`config.mk`:
```
export PLATFORM = sky130hd
export DESIGN_NAME = alu_cdb_queue
export DESIGN_NICKNAME = d
export VERILOG_FILES = /design/src/rtl/alu_cdb_queue.sv
export SDC_FILE = /design/constraint.sdc
export NUM_CORES = 1
export LEC_CHECK = 0
export BUFFER_PORTS_ARGS = -buffer_cell sky130_fd_sc_hd__buf_4
export CELL_PAD_IN_SITES_DETAIL_PLACEMENT = 1
export CELL_PAD_IN_SITES_GLOBAL_PLACEMENT = 2
export CORE_ASPECT_RATIO = 0.5
export CORE_MARGIN = 5
export CORE_UTILIZATION = 39
export CTS_CLUSTER_SIZE = 30
export DETAILED_ROUTE_END_ITERATION = 6
export PLACE_DENSITY = 0.84
export SLEW_MARGIN = 20
export SYNTH_ARGS = -nofsm -noshare
export SYNTH_HDL_FRONTEND = slang
export SYNTH_SLANG_ARGS = --single-unit
```
`constraint.sdc`:
```
create_clock -name clock -period 2.5 [get_ports clock]
set_clock_uncertainty 0.1 [all_clocks]
set_input_delay 0 -clock clock [delete_from_list [all_inputs] [get_ports clock]]
set_output_delay 0 -clock clock [all_outputs]
set_load 0.1 [all_outputs]
```
`src/rtl/alu_cdb_queue.sv`:
```
// alu_cdb_queue: small FIFO between one integer ALU and the CDB arbiter.
// It captures ALU results as {tag, value} entries and offers the oldest entry
// to the arbiter with a req/grant handshake. alu_ready back-pressures issue.
// squash flushes all buffered results. overflow is sticky until reset.
// Optional feature: define ALU_CDB_BYPASS_EN for a zero-latency path from the
// ALU to the CDB while the queue is empty.
module alu_cdb_queue #(
  parameter int DEPTH         = 4,
  parameter int PHYS_REG_BITS = 6,
  parameter int CNT_BITS      = $clog2(DEPTH + 1)
) (
  input  logic                     clock,
  input  logic                     reset_n,
  input  logic                     alu_valid,
  input  logic [PHYS_REG_BITS-1:0] alu_dest_tag,
  input  logic [31:0]              alu_result,
  output logic                     alu_ready,
  input  logic                     squash,
  output logic                     cdb_req,
  input  logic                     cdb_grant,
  output logic [PHYS_REG_BITS-1:0] cdb_tag,
  output logic [31:0]              cdb_value,
  output logic [CNT_BITS-1:0]      count,
  output logic                     overflow
);

  localparam int PTR_BITS = $clog2(DEPTH);

  // Entry storage; deliberately not reset, validity is tracked by count_q.
  logic [PHYS_REG_BITS-1:0] tag_mem   [DEPTH];
  logic [31:0]              value_mem [DEPTH];

  logic [PTR_BITS-1:0] head_q, head_d;
  logic [PTR_BITS-1:0] tail_q, tail_d;
  logic [CNT_BITS-1:0] count_q, count_d;
  logic                overflow_q, overflow_d;

  logic not_empty;
  logic bypass_hit;
  logic push;
  logic pop;

  assign not_empty = (count_q != '0);
  assign alu_ready = (count_q != CNT_BITS'(DEPTH));
  assign count     = count_q;
  assign overflow  = overflow_q;

`ifdef ALU_CDB_BYPASS_EN
  // An empty queue forwards the live ALU result straight onto the CDB.
  assign bypass_hit = !not_empty && alu_valid && !squash;
`else
  assign bypass_hit = 1'b0;
`endif

  // A bypassed result that is granted in the same cycle never needs a slot.
  assign push = alu_valid && alu_ready && !squash && !(bypass_hit && cdb_grant);
  assign pop  = not_empty && cdb_grant && !squash;

  // CDB side: head entry when occupied, bypass data when forwarding, else 0.
  always_comb begin
    cdb_req   = not_empty;
    cdb_tag   = '0;
    cdb_value = '0;
    if (not_empty) begin
      cdb_tag   = tag_mem[head_q];
      cdb_value = value_mem[head_q];
    end else if (bypass_hit) begin
      cdb_req   = 1'b1;
      cdb_tag   = alu_dest_tag;
      cdb_value = alu_result;
    end
  end

  // Next-state for pointers, occupancy and the sticky overflow flag.
  always_comb begin
    head_d     = head_q;
    tail_d     = tail_q;
    count_d    = count_q;
    overflow_d = overflow_q;
    if (alu_valid && !alu_ready) begin
      overflow_d = 1'b1;
    end
    if (squash) begin
      head_d  = '0;
      tail_d  = '0;
      count_d = '0;
    end else begin
      if (push) begin
        tail_d = tail_q + PTR_BITS'(1);
      end
      if (pop) begin
        head_d = head_q + PTR_BITS'(1);
      end
      case ({push, pop})
        2'b10:   count_d = count_q + CNT_BITS'(1);
        2'b01:   count_d = count_q - CNT_BITS'(1);
        default: count_d = count_q;
      endcase
    end
  end

  // Control state register with asynchronous active-low reset.
  always_ff @(posedge clock or negedge reset_n) begin
    if (!reset_n) begin
      head_q     <= '0;
      tail_q     <= '0;
      count_q    <= '0;
      overflow_q <= 1'b0;
    end else begin
      head_q     <= head_d;
      tail_q     <= tail_d;
      count_q    <= count_d;
      overflow_q <= overflow_d;
    end
  end

  // Write the accepted result into the tail slot.
  always_ff @(posedge clock) begin
    if (push) begin
      tag_mem[tail_q]   <= alu_dest_tag;
      value_mem[tail_q] <= alu_result;
    end
  end

endmodule

```
==> results of run 1 <==
==> area by class of cell <==
cell class	count	area (µm²)
clock buffers	18	429
clock inverters	14	171
fillers	1524	7800
inverters	6	22.5
multi-input cells	126	1470
flip-flops and latches	160	4770
well taps	227	284
repair buffers	141	1230
==> sequential cells by signal, summed over array words and instances (netlist names) <==
register and cells:
count 3, overflow 1, tag_mem 24, value_mem 128, head_q 2, tail_q 2
==> power by group <==
group          total (µW)  switching (µW)  internal (µW)
Clock                2620            1110           1510
Combinational        2070            1500            573
Sequential           3090            59.3           3030
==> repair_timing <==
| action | CTS | global route |
|---|---|---|
| hold buffers | 44 | 0 |
| hold endpoints to repair | 168 | 0 |
| gates resized for setup | 0 | 0 |
==> worst max path at each step <==
stage	startpoint	end
6_report	count[2]$_DFFE_PN0P_	value_mem[2][23]$_DFFE_PP_
5_1_grt	count[2]$_DFFE_PN0P_	value_mem[2][23]$_DFFE_PP_
4_1_cts	head_q[0]$_DFFE_PN0P_	cdb_value[15]
3_5_place_dp	count[2]$_DFFE_PN0P_	value_mem[2][8]$_DFFE_PP_
3_3_place_gp	count[2]$_DFFE_PN0P_	value_mem[2][11]$_DFFE_PP_
2_1_floorplan	count[0]$_DFFE_PN0P_	cdb_value[10]
==> per-stage QoR <==
stage	area [µm²]	utilization, %
after detailed placement	7340	45.4
after global placement	7340	45.4
after CTS	8380	51.8
after floorplan	6380	-
after global routing	8380	51.8
final	8380	51.8
==> routing by layer <==
layer | GRT usage [%] | wire length (µm)
met5 | 0 | 0
met4 | 4.85 | 158
met3 | 3.23 | 392
met2 | 26.6 | 7170
met1 | 18.4 | 5870
==> worst max-delay path, cell delays in order, from the launching register on <==
cell and delay (ps):
dfrtp_2 490, nor3b_2 210, nor3_1 400, and2_4 240, buf_4 350
==> kinds of logic (layout without fill, tap and decap cells) <==
kind of cell | count (synthesis) | in the layout | synth area share [%]
DFF | 160 | 160 | 74.9
and+or+nand+nor | 62 | 62 | 6.13
muxes | 38 | 38 | 13.4
buffers and inverters | 25 | 179 | 2.20
AOI/OAI and AO/OA | 18 | 18 | 1.83
adders and majority gates | 5 | 5 | 1.10
xor gates and xnor gates | 3 | 3 | 0.413
==> cell usage in the layout, fill, tap and decap left out, types with 2 or more instances in the layout <==
master	netlist	final
ha_1	4	4
dfrtp_2	0	5
buf_12	0	5
inv_1	6	6
nor2_1	2	2
inv_6	0	3
buf_4	2	92
nand2b_1	5	5
clkinvlp_4	0	2
xor2_1	2	2
and2_4	0	4
dfrtp_1	8	3
edfxtp_1	152	152
nand3b_1	2	2
o22ai_1	2	2
bufinv_16	0	2
mux4_2	38	38
nor2b_1	38	38
clkbuf_16	0	17
inv_8	0	5
a21oi_1	5	5
o21ai_0	3	3
dlygate4sd3_1	0	44
nand3_1	3	3
==> impl_results.md, run 1 <==
- Outcome: finished, final reports clean
- Clock latency at the later pin of the worst-skew pair: 420 ps
- Finish-stage setup viols: 0
- # DRC: 0
- # diodes: 0
- Post-synth ARST share: 5.00%
- Drt first pass iters: 6
- Flop-to-flop setup slack: 360 ps
- Final net count: 500
- Mapped Avg Cell Area: 20.5 µm²
- Routed vias/inst: 4.79
- Clk sinks: 160
- Fin Setup TNS: 0 ps
- Max_cap viols: 0
- Mapped Nets: 359
- Largest net degree at the start of global routing: 40
- Share of cells above drive strength 1: 38.1%
- Routed wire length per instance: 19.6 µm
- Worst-Margin Slew: 479 ps
- Layout area overhead: 31.7%
- Peak VDD IR: 0.000411 V
- Via Count: 3,318
- # IOs: 87
- Worst Hold Class: input port to register
- Total GRT Usage: 14.9%
- Clock transition at path regs: 70 ps
- Antenna violations before repair: 0
- Synth top cells by count: edfxtp_1 (152), mux4_2 (38), nor2b_1 (38)
- Die Y: 100 µm
- Inst Count DP: 616
- Remaining Overflow, GRT: 0
- Final Non-Filler Cells: 692
- Initial cell density of the core: 39.3%
- Synth cell types: 35
- Mapped Area: 6360 µm²
- Final GP Congestion: 0.642
- Fmax achieved: 467 MHz
- Postcts setup bufs: 0
- Min-delay src: alu_result[31]
- Yosys top cell by area: edfxtp_1
- Yosys warns: 0
- Final hold viol count: 0
- DP HPWL: 8190 µm
- Synth Flop Type: edfxtp_1
- EDFF count, synth: 152
- Die W: 191 µm
- WP data required: 2480 ps
- WL final: 13,600 µm
- Final Max Slew Viols: 0
- Antenna Nets Post-Route: 0
- Crit share post-route: 85.6%
- Sequential area share after synthesis: 74.9%
- CTS tree: built
- Inserted Clock Buffers: 17
- DRT iter0 DRCs: 271
- Crit path DAT: 2120 ps
- Crit path capture type: register
- RSZ-0062 raised after global routing: false
- Area of the core: 16,200 µm²
- R2R cell count: 4
- Final hold slack: 229 ps
- Worst r2r src: count[2]$_DFFE_PN0P_
- Hold depth: 2
- Most frequent cell after synthesis: edfxtp_1
- CTS root buffer: clkbuf_16
- # H-tree levels: 4
- Via count of the first global-routing pass: 3,767
- Total power after layout: 7790 µW
- Startpoint Class: register
- Main area contributors after synthesis: edfxtp_1 (72%), mux4_2 (13%), nor2b_1 (3.7%)
- Yosys reg bits: 160
- LEAKAGE: 0.00288 µW
- Max transition margin: 67.8%
- Number of port buffers: 86
- Critical path class: register to register
- Row count: 33
- First-pass GRT wire length: 21,500 µm
- Crit path time final: 2140 ps
- Total die area: 19,100 µm²
- WHS Endpoint: value_mem[3][31]$_DFFE_PP_
- Crit Reg-Reg Endpoint: value_mem[2][23]$_DFFE_PP_
- Dpl ws: 391 ps
- PD cells: 929 nW/µm²
- Crit path max fanout: 24
- Top cell type's share of synthesized area: 71.7%
- Cells after Synth: 311
- Final WS setup: 361 ps
- CTS Buffer Depth: 2
No activity file was read; power rests on OpenSTA's default activity.
==> inputs of run 2 (changes only) <==
--- a/config.mk
+++ b/config.mk
@@ -6,6 +6,7 @@
 export NUM_CORES = 1
 export LEC_CHECK = 0
 export BUFFER_PORTS_ARGS = -buffer_cell sky130_fd_sc_hd__buf_4
+export CAP_MARGIN = 20
 export CELL_PAD_IN_SITES_DETAIL_PLACEMENT = 1
 export CELL_PAD_IN_SITES_GLOBAL_PLACEMENT = 2
 export CORE_ASPECT_RATIO = 0.5
==> constraint.sdc (replaced) <==
create_clock -name clock -period 2.5 [get_ports clock]
set_clock_uncertainty 0.1 [all_clocks]
set_input_delay 0.125 -clock clock [delete_from_list [all_inputs] [get_ports clock]]
set_output_delay 0.125 -clock clock [all_outputs]
set_load 0.1 [all_outputs]
==> impl_results.md, run 2 (synthesis gave the netlist of run 1 again) <==
- Outcome: finished, final reports clean (unchanged)
- Crit path time final: 2390 ps (was 2140 ps)
- WP data required: 2280 ps (was 2480 ps)
- Clock transition at path regs: 70 ps (about the same)
- Total GRT Usage: 16.4% (was 14.9%)
- Fmax achieved: 418 MHz (was 467 MHz)
- Worst-Margin Slew: 492 ps (was 479 ps)
- Max FFs per register: 128 (unchanged)
- Register with the most flip-flops: value_mem (unchanged)
- CTS root buffer: clkbuf_16 (unchanged)
- Leading cell type in the layout, fill and taps excluded: edfxtp_1 (unchanged)
- Peak VDD IR: 0.000390 V (was 0.000411 V)
- Critical path class: register to output pin (was register to register)
- Min-delay src: alu_result[11] (was alu_result[31])
- Routed wire length per instance: 21.6 µm (was 19.6 µm)
- Area of the core: 16,200 µm² (unchanged)
- Worst r2r src: count[2]$_DFFE_PN0P_ (unchanged)
- DP HPWL: 8750 µm (was 8190 µm)
- WL final: 15,200 µm (was 13,600 µm)
- PD cells: 930 nW/µm² (was 929 nW/µm²)
- Total power after layout: 7850 µW (was 7790 µW)
- Via Count: 3,461 (was 3,318)
- Worst Hold Class: input port to register (unchanged)
- Number of port buffers: 86 (unchanged)
- CTS tree: built (unchanged)
- Clk sinks: 160 (unchanged)
- Final hold viol count: 0 (unchanged)
- WHS Endpoint: value_mem[2][11]$_DFFE_PP_ (was value_mem[3][31]$_DFFE_PP_)
- R2R cell count: 4 (unchanged)
- Antenna violations before repair: 1 (was 0)
- Layout area overhead: 32.6% (was 31.7%)
- Clock latency at the later pin of the worst-skew pair: 420 ps (about the same)
- Routed vias/inst: 4.93 (was 4.79)
- Total die area: 19,100 µm² (unchanged)
- Finish-stage setup viols: 0 (unchanged)
- First-pass GRT wire length: 23,400 µm (was 21,500 µm)
- Remaining Overflow, GRT: 0 (unchanged)
- Final Max Slew Viols: 0 (unchanged)
- Most frequent cells in the layout: edfxtp_1 (152), buf_4 (102), dlygate4sd3_1 (44), mux4_2 (38), nor2b_1 (38) (was edfxtp_1 (152), buf_4 (92), dlygate4sd3_1 (44), mux4_2 (38), nor2b_1 (38))
- Crit path DAT: 2170 ps (was 2120 ps)
- Max_cap viols: 0 (unchanged)
- Post-Place Cell Area: 7350 µm² (was 7340 µm²)
- DRT iter0 DRCs: 245 (was 271)
- Critical Path Slowest Stage Cell: mux4_2 (was dfrtp_2)
- Top delay family on crit path: multiplexers (was simple AND/OR/NAND/NOR gates)
- Startpoint Class: register (unchanged)
- Via count of the first global-routing pass: 3,915 (was 3,767)
- Die Y: 100 µm (unchanged)
- Largest net degree at the start of global routing: 40 (unchanged)
- Max transition margin: 67.2% (was 67.8%)
- Finished Cell Area: 8440 µm² (was 8380 µm²)
- Initial cell density of the core: 39.3% (unchanged)
- Drt first pass iters: 4 (was 6)
- RSZ-0062 raised after global routing: false (unchanged)
- Final GP Congestion: 0.659 (was 0.642)
- Crit Reg-Reg Endpoint: value_mem[3][18]$_DFFE_PP_ (was value_mem[2][23]$_DFFE_PP_)
- Crit path max fanout: 25 (was 24)
- CTS Buffer Depth: 2 (unchanged)
- LEAKAGE: 0.00292 µW (was 0.00288 µW)
- # DRC: 0 (unchanged)
- # IOs: 87 (unchanged)
- CP cell instances: buf_12 -> mux4_2 -> nor2b_1 -> buf_4 (was nor3b_2 -> nor3_1 -> and2_4 -> buf_4)
- Flop-to-flop setup slack: 430 ps (was 360 ps)
- Share of cells above drive strength 1: 39.2% (was 38.1%)
- Inserted Clock Buffers: 17 (unchanged)
- Die W: 191 µm (unchanged)
- Hold depth: 2 (unchanged)
- # H-tree levels: 4 (unchanged)
- CP max stage delay: 540 ps (was 490 ps)
- Crit share post-route: 95.6% (was 85.6%)
- Row count: 33 (unchanged)
- Final net count: 509 (was 500)
- Buf/Inv on CP: 2 (was 1)
- Crit path capture type: output pin (was register)
- Antenna Nets Post-Route: 0 (unchanged)
## run 2: worst register-to-register path: cells and delay by family (launching register included)
kind / cells / cell delay, ps
flip-flops: 1 / 490
buffers and inverters: 1 / 340
AND/OR/NAND/NOR: 3 / 780
## run 2: layer usage
metal	share of wire (%)	global-route usage (%)	up-vias
met5	0	0	-
met4	1.4	4.91	0
met3	4.6	3.34	18
met2	52	28.4	90
met1	42	21.2	1806
li1	-	-	1547
## run 2: cell type report
class,count,area [µm²]
antenna,1,2.50
clock buffer,17,425
clock inverter,15,174
fill,1499,7750
inverter,6,22.5
multi-input combinational,126,1470
sequential,160,4770
tap,227,284
timing repair buffer,150,1290
## run 2: worst max-delay path by stage
stage	startpoint	endpoint	slack, ps	cells past startpoint
after global routing	head_q[0]$_DFFE_PN0P_	cdb_value[23]	10	4
after global placement	count[2]$_DFFE_PN0P_	value_mem[2][11]$_DFFE_PP_	440	4
after detailed placement	count[2]$_DFFE_PN0P_	value_mem[2][30]$_DFFE_PP_	410	4
final	head_q[0]$_DFFE_PN0P_	cdb_value[19]	110	4
after CTS	head_q[0]$_DFFE_PN0P_	cdb_tag[4]	20	4
after floorplan	count[0]$_DFFE_PN0P_	cdb_value[10]	-160	3
## run 2: where the power goes
part / internal, µW / switching (µW) / leakage [µW]
combinational: 594 / 1520 / 0.00116
sequential: 3030 / 68.6 / 0.00148
clock: 1500 / 1130 / 0.000288
## run 2: what timing repair did
action / 4_1_cts / 5_1_grt
setup buffers: 0 / 6
setup endpoints to repair: 0 / 30
hold endpoints to repair: 168 / 0
hold buffers: 44 / 0
resized for setup: 0 / 0
## run 2: stage by stage
stage | hold WS (ps) | setup WS (ps) | util [%] | TNS (ps) | cells
6_report | 344 | 110 | 52.1 | 0 | 702
3_5_place_dp | -142 | 409 | 45.4 | 0 | 619
4_1_cts | 334 | 24.2 | 51.8 | 0 | 695
2_1_floorplan | -271 | -158 | - | -6010 | 311
5_1_grt | 338 | 11.6 | 52.1 | 0 | 702
3_3_place_gp | -140 | 438 | 45.4 | 0 | 619
==> inputs of run 3 (changes only) <==
--- a/config.mk
+++ b/config.mk
@@ -10,11 +10,10 @@
 export CELL_PAD_IN_SITES_DETAIL_PLACEMENT = 1
 export CELL_PAD_IN_SITES_GLOBAL_PLACEMENT = 2
 export CORE_ASPECT_RATIO = 0.5
-export CORE_MARGIN = 5
 export CORE_UTILIZATION = 39
 export CTS_CLUSTER_SIZE = 30
 export DETAILED_ROUTE_END_ITERATION = 6
-export PLACE_DENSITY = 0.84
+export PLACE_DENSITY_LB_ADDON = 0.1
 export SLEW_MARGIN = 20
 export SYNTH_ARGS = -nofsm -noshare
 export SYNTH_HDL_FRONTEND = slang
==> impl_results.md, run 3 (synthesis gave the netlist of run 1 again) <==
- Outcome: finished, final reports clean (unchanged)
- Clock transition at path regs: 70 ps (about the same)
- Via count of the first global-routing pass: 3,682 (was 3,915)
- Share of cells above drive strength 1: 38.4% (was 39.2%)
- Routed wire length per instance: 18.8 µm (was 21.6 µm)
- Crit path max fanout: 20 (was 25)
- Crit path DAT: 2070 ps (was 2170 ps)
- Total die area: 16,900 µm² (was 19,100 µm²)
- Register with the most flip-flops: value_mem (unchanged)
- Register share of total power: 40.5% (was 39.5%)
- WP data required: 2280 ps (about the same)
- Antenna violations before repair: 0 (was 1)
- Die Y: 92.3 µm (was 100 µm)
- Routed vias/inst: 4.85 (was 4.93)
- Most frequent cells in the layout: edfxtp_1 (152), buf_4 (92), dlygate4sd3_1 (42), mux4_2 (38), nor2b_1 (38) (was edfxtp_1 (152), buf_4 (102), dlygate4sd3_1 (44), mux4_2 (38), nor2b_1 (38))
- Inserted Clock Buffers: 17 (unchanged)
- Finish-stage setup viols: 0 (unchanged)
- CP cell instances: buf_6 -> mux4_2 -> nor2b_1 -> buf_4 (was buf_12 -> mux4_2 -> nor2b_1 -> buf_4)
- Critical path class: register to output pin (unchanged)
- Share of total power in the clock network: 32.6% (was 33.5%)
- GRT met1 Usage: 21.2% (about the same)
- Number of port buffers: 86 (unchanged)
- Inst Count DP: 611 (was 619)
- Switching Share: 34.4% (was 34.6%)
- Total GRT Usage: 16.6% (was 16.4%)
- Psw: 2620 µW (was 2720 µW)
- DP HPWL: 8010 µm (was 8750 µm)
- CTS Buffer Depth: 2 (unchanged)
- Buf/Inv on CP: 2 (unchanged)
- Crit path time final: 2300 ps (was 2390 ps)
- Clock latency at the later pin of the worst-skew pair: 410 ps (was 420 ps)
- Leading cell type in the layout, fill and taps excluded: edfxtp_1 (unchanged)
- # H-tree levels: 4 (unchanged)
- Top delay family on crit path: multiplexers (unchanged)
- Fmax achieved: 435 MHz (was 418 MHz)
- Worst-Margin Slew: 492 ps (about the same)
- RSZ-0062 raised after global routing: false (unchanged)
- CP max stage delay: 560 ps (was 540 ps)
- Row count: 32 (was 33)
- DRT iter0 DRCs: 250 (was 245)
- WL final: 12,900 µm (was 15,200 µm)
- Fillers: 1,448 (was 1,499)
- Final net count: 499 (was 509)
- # IOs: 87 (unchanged)
- PD cells: 914 nW/µm² (was 930 nW/µm²)
- Initial cell density of the core: 40.6% (was 39.3%)
- # diodes: 0 (was 1)
- Finished Cell Area: 8340 µm² (was 8440 µm²)
- Peak VDD IR: 0.000568 V (was 0.000390 V)
- Postcts setup bufs: 0 (unchanged)
- Clk sinks: 160 (unchanged)
- Die W: 183 µm (was 191 µm)
- Post-layout util: 53.3% (was 52.1%)
- Final Max Slew Viols: 0 (unchanged)
- GR Layer Usage met3: 4.64% (was 3.34%)
- Crit share post-route: 92.0% (was 95.6%)
- CTS root buffer: clkbuf_16 (unchanged)
- LEAKAGE: 0.00285 µW (was 0.00292 µW)
- Crit path capture type: output pin (unchanged)
- GR Layer Usage met2: 28.3% (was 28.4%)
- Largest net degree at the start of global routing: 40 (unchanged)
- Max transition margin: 67.2% (about the same)
- Max FFs per register: 128 (unchanged)
- First-pass GRT wire length: 20,300 µm (was 23,400 µm)
- Area of the core: 15,700 µm² (was 16,200 µm²)
- Startpoint Class: register (unchanged)
- Cell internal pwr: 5000 µW (was 5130 µW)
- Remaining Overflow, GRT: 0 (unchanged)
- Final Non-Filler Cells: 685 (was 702)
- Fin Setup TNS: 0 ps (unchanged)
- Final GP Congestion: 0.764 (was 0.659)
- Max_cap viols: 0 (unchanged)
- Final hold viol count: 0 (unchanged)
- Layout area overhead: 31.0% (was 32.6%)
- Flop-to-flop setup slack: 400 ps (was 430 ps)
- Combinational power share: 27.0% (about the same)
- Critical Path Slowest Stage Cell: mux4_2 (unchanged)
- Antenna Nets Post-Route: 0 (unchanged)
- Via Count: 3,325 (was 3,461)
- # DRC: 0 (unchanged)
- Drt first pass iters: 4 (unchanged)
- Post-Place Cell Area: 7340 µm² (was 7350 µm²)
- Worst Hold Class: input port to register (unchanged)
- Gr busiest metal: met2 (unchanged)
- CTS tree: built (unchanged)
[run 3: changes by cell type in the layout (fill, tap and decap cells not counted)]
cell and change:
buf_4 -10, inv_6 +3, clkinv_4 -2, clkinvlp_4 +2, dlygate4sd3_1 -2, inv_8 -2, buf_12 +1, buf_6 +1
bufinv_16 -1, diode_2 -1
[run 3: repair_timing]
item / CTS / global route
setup endpoints to repair: 0 / 4
endpoints found under the hold margin: 168 / 0
hold buffers: 42 / 0
resized for setup: 0 / 1
[run 3: area by class of cell]
cell class	count	area [µm²]	share of cell area, %
timing repair buffer	140	1220	14.7
clock buffer	17	425	5.10
sequential	160	4770	57.2
clock inverter	15	145	1.74
tap	221	277	3.32
inverter	6	22.5	0.270
multi-input combinational	126	1470	17.7
[run 3: path summary, 6_finish.rpt]
kind	from	endpoint	cells after the start
worst max-delay path	head_q[0]$_DFFE_PN0P_	cdb_tag[2]	4
worst min-delay path	cdb_grant	count[2]$_DFFE_PN0P_	3
worst max register to register	count[2]$_DFFE_PN0P_	value_mem[2][16]$_DFFE_PP_	4
worst min register to register	overflow$_DFFE_PN0P_	overflow$_DFFE_PN0P_	1
max in group asynchronous	reset_n	head_q[1]$_DFFE_PN0P_	3
min in group asynchronous	reset_n	tail_q[1]$_DFFE_PN0P_	3
[run 3: per-stage QoR]
stage / power (µW) / hold slack (ps) / setup slack (ps)
floorplan: 4710 / -271 / -158
global placement: 5140 / -145 / 454
detailed placement: 5170 / -141 / 387
CTS: 7700 / 18.6 / 37.2
global route: 7900 / 50.7 / 37.2
finish: 7620 / 28.5 / 201
[run 3: layer usage]
metal  wire length [µm]  vias to the layer above
li1                   -                     1528
met1               5760                     1729
met2               6510                       59
met3                496                        9
met4                 96                        0
met5                  0                        -
[run 3: worst register-to-register path: stages, from the launching register on]
cell and delay, ps:
dfrtp_2 490, nor3b_2 210, nor3_1 340, and2_4 400
buf_4 260
[run 3: power groups by stage]
| stage | logic, µW | clock network (µW) | registers [µW] |
|---|---|---|---|
| after floorplan | 1500 | 0 | 3210 |
| after global placement | 2010 | 0 | 3130 |
| after detailed placement | 2020 | 0 | 3140 |
| after CTS | 2080 | 2530 | 3090 |
| after global routing | 2150 | 2650 | 3090 |
| final | 2050 | 2480 | 3090 |
